$ cat src/rtl/decoder_3_to_8_pkg.sv
// Shared widths and the one-hot decode function for the 3-to-8 decoder.
// Any unknown select or enable bit falls through to the all-zero default.
package decoder_3_to_8_pkg;

    localparam int SEL_W = 3;
    localparam int OUT_W = 8;

    function automatic logic [OUT_W-1:0] dec_onehot(input logic [SEL_W-1:0] sel, input logic en);
        logic [OUT_W-1:0] y;
        y = '0;
        // Exact case matching keeps X/Z on any input from reaching the outputs.
        case ({en, sel})
            4'b1000: y = 8'b0000_0001;
            4'b1001: y = 8'b0000_0010;
            4'b1010: y = 8'b0000_0100;
            4'b1011: y = 8'b0000_1000;
            4'b1100: y = 8'b0001_0000;
            4'b1101: y = 8'b0010_0000;
            4'b1110: y = 8'b0100_0000;
            4'b1111: y = 8'b1000_0000;
            default: y = '0;
        endcase
        return y;
    endfunction

endpackage

$ cat src/rtl/decoder_3_to_8_core.sv
// Purely combinational one-hot decode; zero latency, no clock, no backpressure.
module decoder_3_to_8_core
    import decoder_3_to_8_pkg::*;
(
    input  logic [SEL_W-1:0] sel,
    input  logic             en,
    output logic [OUT_W-1:0] y
);

    always_comb begin
        y = dec_onehot(sel, en);
    end

endmodule

$ cat src/rtl/decoder_3_to_8.sv
// 3-to-8 decoder with combinational Y lines, a registered copy and a sticky activity flag.
// Optional saturating enable-cycle counter on act_cnt when DECODER_3_TO_8_ACTCNT_EN is defined.
module decoder_3_to_8
    import decoder_3_to_8_pkg::*;
#(
    parameter int CNT_W = 16
) (
    input  logic             clk,
    input  logic             rst_n,
    input  logic             A,
    input  logic             B,
    input  logic             C,
    input  logic             en,
    output logic             Y0,
    output logic             Y1,
    output logic             Y2,
    output logic             Y3,
    output logic             Y4,
    output logic             Y5,
    output logic             Y6,
    output logic             Y7,
    output logic [OUT_W-1:0] y_q,
    output logic             seen_q
`ifdef DECODER_3_TO_8_ACTCNT_EN
    ,
    output logic [CNT_W-1:0] act_cnt
`endif
);

    logic [OUT_W-1:0] y_dec;
    logic [OUT_W-1:0] y_d;
    logic             seen_d;

    decoder_3_to_8_core u_core (
        .sel (({A, B, C})),
        .en  (en),
        .y   (y_dec)
    );

    assign {Y7, Y6, Y5, Y4, Y3, Y2, Y1, Y0} = y_dec;

    always_comb begin
        y_d    = y_dec;
        seen_d = seen_q | (|y_dec);
    end

    always_ff @(posedge clk or negedge rst_n) begin
        if (!rst_n) begin
            y_q    <= '0;
            seen_q <= 1'b0;
        end else begin
            y_q    <= y_d;
            seen_q <= seen_d;
        end
    end

`ifdef DECODER_3_TO_8_ACTCNT_EN
    logic [CNT_W-1:0] act_cnt_d;
    logic [CNT_W-1:0] act_cnt_q;

    // Hold at all-ones instead of wrapping.
    always_comb begin
        act_cnt_d = act_cnt_q;
        if (en && (act_cnt_q != {CNT_W{1'b1}})) begin
            act_cnt_d = act_cnt_q + 1'b1;
        end
    end

    always_ff @(posedge clk or negedge rst_n) begin
        if (!rst_n) begin
            act_cnt_q <= '0;
        end else begin
            act_cnt_q <= act_cnt_d;
        end
    end

    assign act_cnt = act_cnt_q;
`endif

endmodule

$ cat config.mk
export PLATFORM = sky130hd
export DESIGN_NAME = decoder_3_to_8
export DESIGN_NICKNAME = d
export VERILOG_FILES = /design/src/rtl/decoder_3_to_8_pkg.sv /design/src/rtl/decoder_3_to_8_core.sv /design/src/rtl/decoder_3_to_8.sv
export SDC_FILE = /design/constraint.sdc
export NUM_CORES = 1
export LEC_CHECK = 0
export BUFFER_PORTS_ARGS = -buffer_cell sky130_fd_sc_hd__buf_2
export CAP_MARGIN = 20
export CORE_AREA = 3 3 40 42
export DETAILED_ROUTE_END_ITERATION = 7
export DIE_AREA = 0 0 43 45
export PLACE_DENSITY_LB_ADDON = 0.2
export SYNTH_ARGS = -nofsm -noshare
export SYNTH_HDL_FRONTEND = slang
export SYNTH_SLANG_ARGS = --single-unit
$ cat constraint.sdc
create_clock -name clk -period 1 [get_ports clk]
set_clock_uncertainty 0.2 [all_clocks]
set_input_delay 0 -clock clk [delete_from_list [all_inputs] [get_ports clk]]
set_output_delay 0 -clock clk [all_outputs]
set_load 0.05 [all_outputs]
==> Word level (Yosys, flattened, before mapping) <==
Memories as Yosys holds them, arrays and structs flattened.
Index checks and enable logic that the tools add are counted.
{ "totals": {"register_bits": 9, "mem_bits_ro": 128, "in_bits": 6, "out_inout_bits": 17, "word_cells": 5, "mem_count": 1} }
{ "op_classes": {"n_bitwise": 1, "n_reduce_logical": 1} }
{ "mem_list": {"columns": ["name", "words", "word_bits", "read_ports", "rd_ports_with_merged_regs", "wr", "line", "text"], "rows": [
  ["(name not given)", 16, 8, 1, 0, 0, "decoder_3_to_8_pkg.sv:12", "case ({en, sel})"]
]} }
{ "op_table": {"columns": ["cell", "n"], "rows": [
  ["8-bit OR reduction", 1],
  ["1-bit OR", 1]
]} }

==> Longest topological paths before layout <==
Gate-level depths: netlist of run 1.
An unclocked memory read counts as a cell.
{ "logic_depth": {"ltp_word": 3, "depth_mapped": 1, "ltp_nobuf": 1} }

==> Hierarchy <==
A second synthesis of run 1 with hierarchy kept.
{ "hier_totals": {"hier_cells": 21, "hier_area_um2": 340.3} }
{ "by_module_without_submodules": {"columns": ["mod", "n_inst", "cells_per_inst", "area_per_inst_um2", "seq_area_each_um2"], "rows": [
  ["decoder_3_to_8", 1, 13, 245.2, 225.2],
  ["decoder_3_to_8_core", 1, 8, 95.1, 0.0]
]} }

==> Worst setup path after synthesis of run 1 <==
OpenSTA, ideal clock, no wires.
{ "synth_timing": {"path_type": "input-to-reg", "startpoint": "in C", "endpoint": "reg y_q[0]", "setup_ps": 227, "arrival_time_ps": 1000, "required_time_ps": 573, "slack_ps": -427, "path_stages": 1, "path_buffers": 0, "cell_sequence": "nor4b_2"} }
{ "synth_via": {"elab_chain_cells": 1} }
{ "synth_lines": {"columns": ["item", "line", "text"], "rows": [
  ["from (decl)", "decoder_3_to_8.sv:12", "input logic C,"],
  ["memory 16 x 8 bit", null, null],
  ["to (signal assigned)", "decoder_3_to_8.sv:52", "y_q <= y_d;"],
  ["to (decl)", "decoder_3_to_8.sv:22", "output logic [OUT_W-1:0] y_q,"]
]} }
Every way passes these cells.

==> Worst setup path after layout of run 1 <==
{ "layout_timing": {"startpoint": "reg seen_q", "endpoint": "out seen_q"} }
{ "layout_rtl": {"columns": ["item", "line", "text"], "rows": [
  ["from (decl)", "decoder_3_to_8.sv:23", "output logic seen_q"],
  ["from (signal assigned)", "decoder_3_to_8.sv:53", "seen_q <= seen_d;"]
]} }
No word-level cell between the ends.

==> results of run 1 <==
==> worst max path at each step <==
| stage | cells past startpoint | from | endpoint | slack, ps |
|---|---|---|---|---|
| after detailed placement | 3 | B | Y0 | 70 |
| after global routing | 1 | seen_q$_DFF_PN0_ | seen_q | -60 |
| final | 1 | seen_q$_DFF_PN0_ | seen_q | -20 |
| after global placement | 3 | B | Y0 | 80 |
| after floorplan | 1 | seen_q$_DFF_PN0_ | seen_q$_DFF_PN0_ | -70 |
| after CTS | 1 | seen_q$_DFF_PN0_ | seen_q | -40 |
==> metrics by stage <==
step / worst slack (ps) / cell area (µm²) / cells / hold slack, ps / setup TNS (ps)
2_1_floorplan: -66.8 / 340 / 18 / -496 / -128
3_3_place_gp: 83.6 / 469 / 55 / -346 / 0
3_5_place_dp: 69.3 / 469 / 55 / -339 / 0
4_1_cts: -35.2 / 572 / 61 / -212 / -35.2
5_1_grt: -56.4 / 572 / 61 / -193 / -175
6_report: -16.5 / 572 / 61 / -199 / -16.5
==> Yosys cell counts (all sizes together) <==
| cell | instances | share of area |
|---|---|---|
| and4 | 1 | 0.031 |
| and4b | 3 | 0.10 |
| and4bb | 3 | 0.11 |
| dfrtp | 9 | 0.69 |
| nor4b | 1 | 0.046 |
| or2 | 1 | 0.019 |
==> per-layer routing <==
layer  track usage  up-vias
met5             0        -
met4        0.0542        0
met1         0.133      122
met2         0.132       15
met3        0.0478        0
li1              -      128
==> timing repair <==
item,4_1_cts,5_1_grt
setup endpoints to repair,9,9
endpoints found under the hold margin,18,17
resized for setup,18,0
==> registers in the layout, indices dropped and copies added, names as in the netlist <==
signal  count
seen_q      1
y_q         8
==> power groups by stage <==
stage / Sequential, mW / Clock [mW] / Combinational [mW]
after floorplan: 0.411 / 0 / 0.0474
after global placement: 0.380 / 0 / 0.124
after detailed placement: 0.380 / 0 / 0.127
after CTS: 0.376 / 0.290 / 0.142
after global routing: 0.376 / 0.315 / 0.149
final: 0.376 / 0.277 / 0.140
==> cell type report <==
class | instances | area, µm²
repair buffers | 24 | 186
fillers | 136 | 713
flip-flops and latches | 9 | 226
well taps | 15 | 18.8
multi-input cells | 9 | 114
clock buffers | 4 | 26.3
==> cell families after synthesis <==
| group | synth area share |
|---|---|
| flip-flops | 0.687 |
| AND/OR/NAND/NOR | 0.313 |
==> metrics.txt, run 1 <==
status finished with violations; failing checks negative hold slack, negative setup slack; Final Util 0.445; I/O pin cnt 23; first-pass GRT wire length approximately 1300 µm; Worst-Margin Slew ~250 ps; maximum VDD drop roughly 0.73 mV; Seq pwr share 0.474; largest net degree at the start of global routing 10; Int Pwr between 0.5 and 0.6 mW; hold path start A; RSZ-0062 raised after global routing true; FF-to-FF setup slack 60 ps; Comb pwr share 0.176; WL met2 between 300 and 400 µm; largest fanout on the critical path 2; clock root cell clkbuf_4; GRT Total Usage 0.0995; min Tclk post-route around 1000 ps; DRT iter0 DRCs 1; Crit Path Class flip-flop to output port; Hold Path Sink y_q[0]$_DFF_PN0_; Pwr Total just under 0.8 mW; area delta synth->final 74.4%; routed len/inst ~13 µm; row count 13; clock tree buffer depth 2; drt drc 0; syn_area_per_cell between 15 and 20 µm²; worst-case reg-to-reg path depth 1; power density over cell area 1390 mW/mm²; NetSw 0.222 mW; final worst-path setup slack -16.5 ps; Ant. Diodes 0; sw frac 0.280; post-synthesis sequential area ratio 0.687; Nets between 50 and 60; Initial Util 0.255; Worst EP required about 800 ps; maximum clock rate ~1 GHz; Detailed Route WL ~800 µm; DR vias between 200 and 300; DR top layer met3; worst hold margin -199 ps; Post-CTS Hold Fix Bufs 2; r2r endpoint seen_q$_DFF_PN0_; Core Footprint 0.00128 mm²; met3 wire length approximately 67 µm; Setup-failing EPs final 1; final worst path period share 1.02; min-delay worst type primary input to flip-flop; CTS tree built; max-cap viol count 0; Crit. End Element output port; TritonCTS Buffers 3; most common cell after layout, fill and taps aside buf_2; Max H-tree Level 1; routability cong. around 0.62; Distinct cells, synth 6; slowest stage delay, CP between 400 and 500 ps; port bufs 22; Leakage 0.304 nW; Ys Warns 0; Yosys reg bits 9; Bufs and invs on worst path 1; Slew Limit Fails 0; Mapped Nets 24; commonest cells after routing, fill and taps aside 13 x buf_2, 9 x buf_6, 8 x dfrtp_1; startpoint types flip-flop; worst hold stages 2; number of global-route vias before repair approximately 260; slowest CP cell dfrtp_2; DRT met1 WL roughly 330 µm; Die Area a little under 0.002 mm²; DR vias/cell around 4.3; first-pass detailed-route iteration total 2; Routed Antenna Nets 0; Die X-Extent between 40 and 50 µm; clk slew on worst S/H paths about 60 ps; worst path cell trace buf_6; Die Span Y about 45 µm; worst r2r src seen_q$_DFF_PN0_; Skew-Pair Late Insertion Delay around 250 ps; # clock sinks 9; Syn Inst Count 18; Clock Power Share 0.350; antenna violations before repair 0; grt ovf 0; Slew headroom 0.834; CP top delay family flip-flops; post-synthesis cell area between 300 and 400 µm²; final hold violations 17; crit path DAT 820 ps; Post-CTS Setup Bufs 0; share of layout cells above drive strength 1 0.761
No activity file was read; power rests on OpenSTA's default activity.
==> inputs of run 2 (changes only) <==
Settings changed: ABC_AREA from default to 1, CORE_AREA 3 3 40 42 to 2 2 39 41, DIE_AREA 0 0 43 45 to 0 0 41 43.
==> run 2 against run 1 <==
The run still ends with negative hold slack, negative setup slack left; critical path depth did not move; register-to-register slack improved by 20 ps; global-route usage rose by 0.37 points; die area fell by 8.9%; via count rose by 18%; sequential power barely moved; worst setup slack improved by 7.0 ps; clock power barely moved; critical path type unchanged.
==> metrics.txt, run 2 <==
Distinct cells, synth 5 (-1); Largest Register y_q; final worst path period share 1.01 (-0.00695); worst-case reg-to-reg path depth 1 (unchanged); Post-CTS Hold Fix Bufs 10 (+8); GRT Total Usage 0.103 (+0.00374); Skew-Pair Late Insertion Delay 250 ps (about the same); DP Cell Count 65 (+18%); final worst-path setup slack -9.51 ps (+6.95 ps); max-cap viol count 0 (unchanged); commonest cells after routing, fill and taps aside 13 x buf_2, 9 x dlygate4sd3_1, 9 x buf_6; maximum VDD drop 0.434 mV (-40%); most common cell after layout, fill and taps aside buf_2; row count 14 (+1); Final Non-Filler Cells 78 (+28%); post-synthesis sequential area ratio 0.763 (+0.0757); routability cong. 0.669 (+7.1%); worst path cell trace buf_6; count leader, synth dfrtp_1; largest fanout on the critical path 2 (unchanged); Bufs and invs on worst path 1 (unchanged); min-delay worst type primary input to flip-flop; status finished with violations; Slew headroom 0.833 (about the same); routed len/inst 9.51 µm (-26%); maximum clock rate 0.991 GHz (+0.69%); clk slew on worst S/H paths 60 ps (about the same); post-synthesis cell area 295 µm² (-9.9%); DR vias 312 (+18%); worst hold margin -153 ps (+46.2 ps); slowest CP cell dfrtp_2; DP HPWL 525 µm; Final Util 0.442 (-0.00285); startpoint types flip-flop; Nets 69 (+30%); Leakage 0.348 nW (+14%); share of layout cells above drive strength 1 0.500 (-0.261); antenna violations before repair 0 (unchanged); drt drc 0 (unchanged); synth top area cells dfrtp_1 76%, nor2_1 10%, nand2_1 7.6%; Setup crit end seen_q; Yosys top cell area share 0.763 (+0.0757); Yosys reg bits 9 (unchanged); largest net degree at the start of global routing 10 (unchanged); Crit. End Element output port; Post-CTS Setup Bufs 0 (unchanged); Syn Inst Count 27 (+9); slowest stage delay, CP 400 ps (about the same); DRT iter0 DRCs 3 (+2); clock root cell clkbuf_4; RSZ-0062 raised after global routing true; number of global-route vias before repair 306 (+16%); Worst EP required 800 ps (about the same); Die Area 0.00176 mm² (-8.9%); Routed Antenna Nets 0 (unchanged); synth cell count leaders 9 x dfrtp_1, 8 x nor2_1, 6 x nand2_1, 3 x inv_1, 1 x or2_1; Setup-failing EPs final 1 (unchanged); port bufs 22 (unchanged); clock tree buffer depth 2 (unchanged); power density over cell area 1310 mW/mm² (-5.3%); Ant. Diodes 0 (unchanged); Mapped Nets 33 (+38%); number of synthesized flops with an enable pin 0 (unchanged); Die X-Extent 41 µm (-4.7%); CP top delay family flip-flops; worst r2r src seen_q$_DFF_PN0_; syn_area_per_cell 10.9 µm² (-40%); Pwr Total 0.804 mW (+1.3%); I/O pin cnt 23 (unchanged); DR vias/cell 4.00 (-7.9%); biggest regs y_q (8), seen_q (1); Slew Limit Fails 0 (unchanged); r2r endpoint seen_q$_DFF_PN0_; Die Span Y 43 µm (-4.4%); Crit Path Class flip-flop to output port; crit path launch seen_q$_DFF_PN0_; first-pass detailed-route iteration total 4 (+2); CP Depth 1 (unchanged); cell type with the largest total area after synthesis dfrtp_1; Max H-tree Level 1 (unchanged); most common flop cell mapped by yosys dfrtp_1; Largest register FFs 8 (unchanged); Detailed Route WL 742 µm (-5.4%); FF-to-FF setup slack 80 ps (+20 ps); Ys Warns 0 (unchanged); Core Footprint 0.00138 mm² (+7.7%); TritonCTS Buffers 3 (unchanged); CTS tree built; grt ovf 0 (unchanged); Worst-Margin Slew 252 ps (+0.429 ps); failing checks negative hold slack, negative setup slack; Synth async-reset ratio 1.00 (unchanged); crit path DAT 810 ps (about the same); area delta synth->final 107%; final hold violations 10 (-7); Initial Util 0.213 (-0.0417); min Tclk post-route 1010 ps (-6.95 ps); first-pass GRT wire length 1170 µm (-12%); # clock sinks 9 (unchanged)
run 2: changes by cell type in the layout (fill, tap and decap cells not counted), moves of 2 or more:
cell	before	now
nor2_1	0	5
dlygate4sd3_1	2	9
inv_1	0	3
and4bb_2	3	0
and4b_2	3	0
nand2_1	0	4
nor2_2	0	3
nand2_2	0	2
run 2: worst min-delay path by stage:
| stage | cells past startpoint | from | end | slack, ps |
|---|---|---|---|---|
| finish | 3 | en | y_q[0]$_DFF_PN0_ | -150 |
| global route | 3 | en | y_q[0]$_DFF_PN0_ | -110 |
| CTS | 2 | rst_n | y_q[5]$_DFF_PN0_ | -80 |
| detailed placement | 1 | rst_n | y_q[2]$_DFF_PN0_ | -340 |
| global placement | 1 | rst_n | y_q[2]$_DFF_PN0_ | -340 |
| floorplan | 0 | rst_n | seen_q$_DFF_PN0_ | -500 |
run 2: layer usage:
metal	global-route usage	up-vias	wire length, µm
li1	-	149	-
met1	0.116	149	271
met2	0.163	14	416
met3	0.0314	0	54
met4	0.0600	0	0
met5	0	-	0
run 2: layout make-up:
cell class / count / area (µm²)
fill: 144 / 772
timing repair buffer: 31 / 256
sequential: 9 / 226
multi-input combinational: 15 / 71.3
clock buffer: 4 / 26.3
tap: 16 / 20.0
inverter: 3 / 11.3
run 2: power by group:
group	internal, mW	switching, mW	total [mW]
clock network	0.154	0.127	0.280
registers	0.372	0.00386	0.376
logic	0.0492	0.0979	0.147
run 2: cells by family after synthesis:
| logic type | synth area share |
|---|---|
| buffers and inverters | 0.0381 |
| AND/OR/NAND/NOR | 0.199 |
| flip-flops | 0.763 |
run 2: stage by stage:
step / area, µm² / setup TNS, ps / worst slack, ps
finish: 612 / -9.51 / -9.51
global route: 612 / -109 / -37.5
CTS: 611 / -15.4 / -15.4
detailed placement: 432 / 0 / 105
global placement: 432 / 0 / 106
floorplan: 302 / -1250 / -207
run 2: repair_timing:
item,4_1_cts,5_1_grt
pin swaps,0,1
setup endpoints to repair,9,14
gates resized for setup,17,4
gates cloned,0,0
endpoints found under the hold margin,18,10
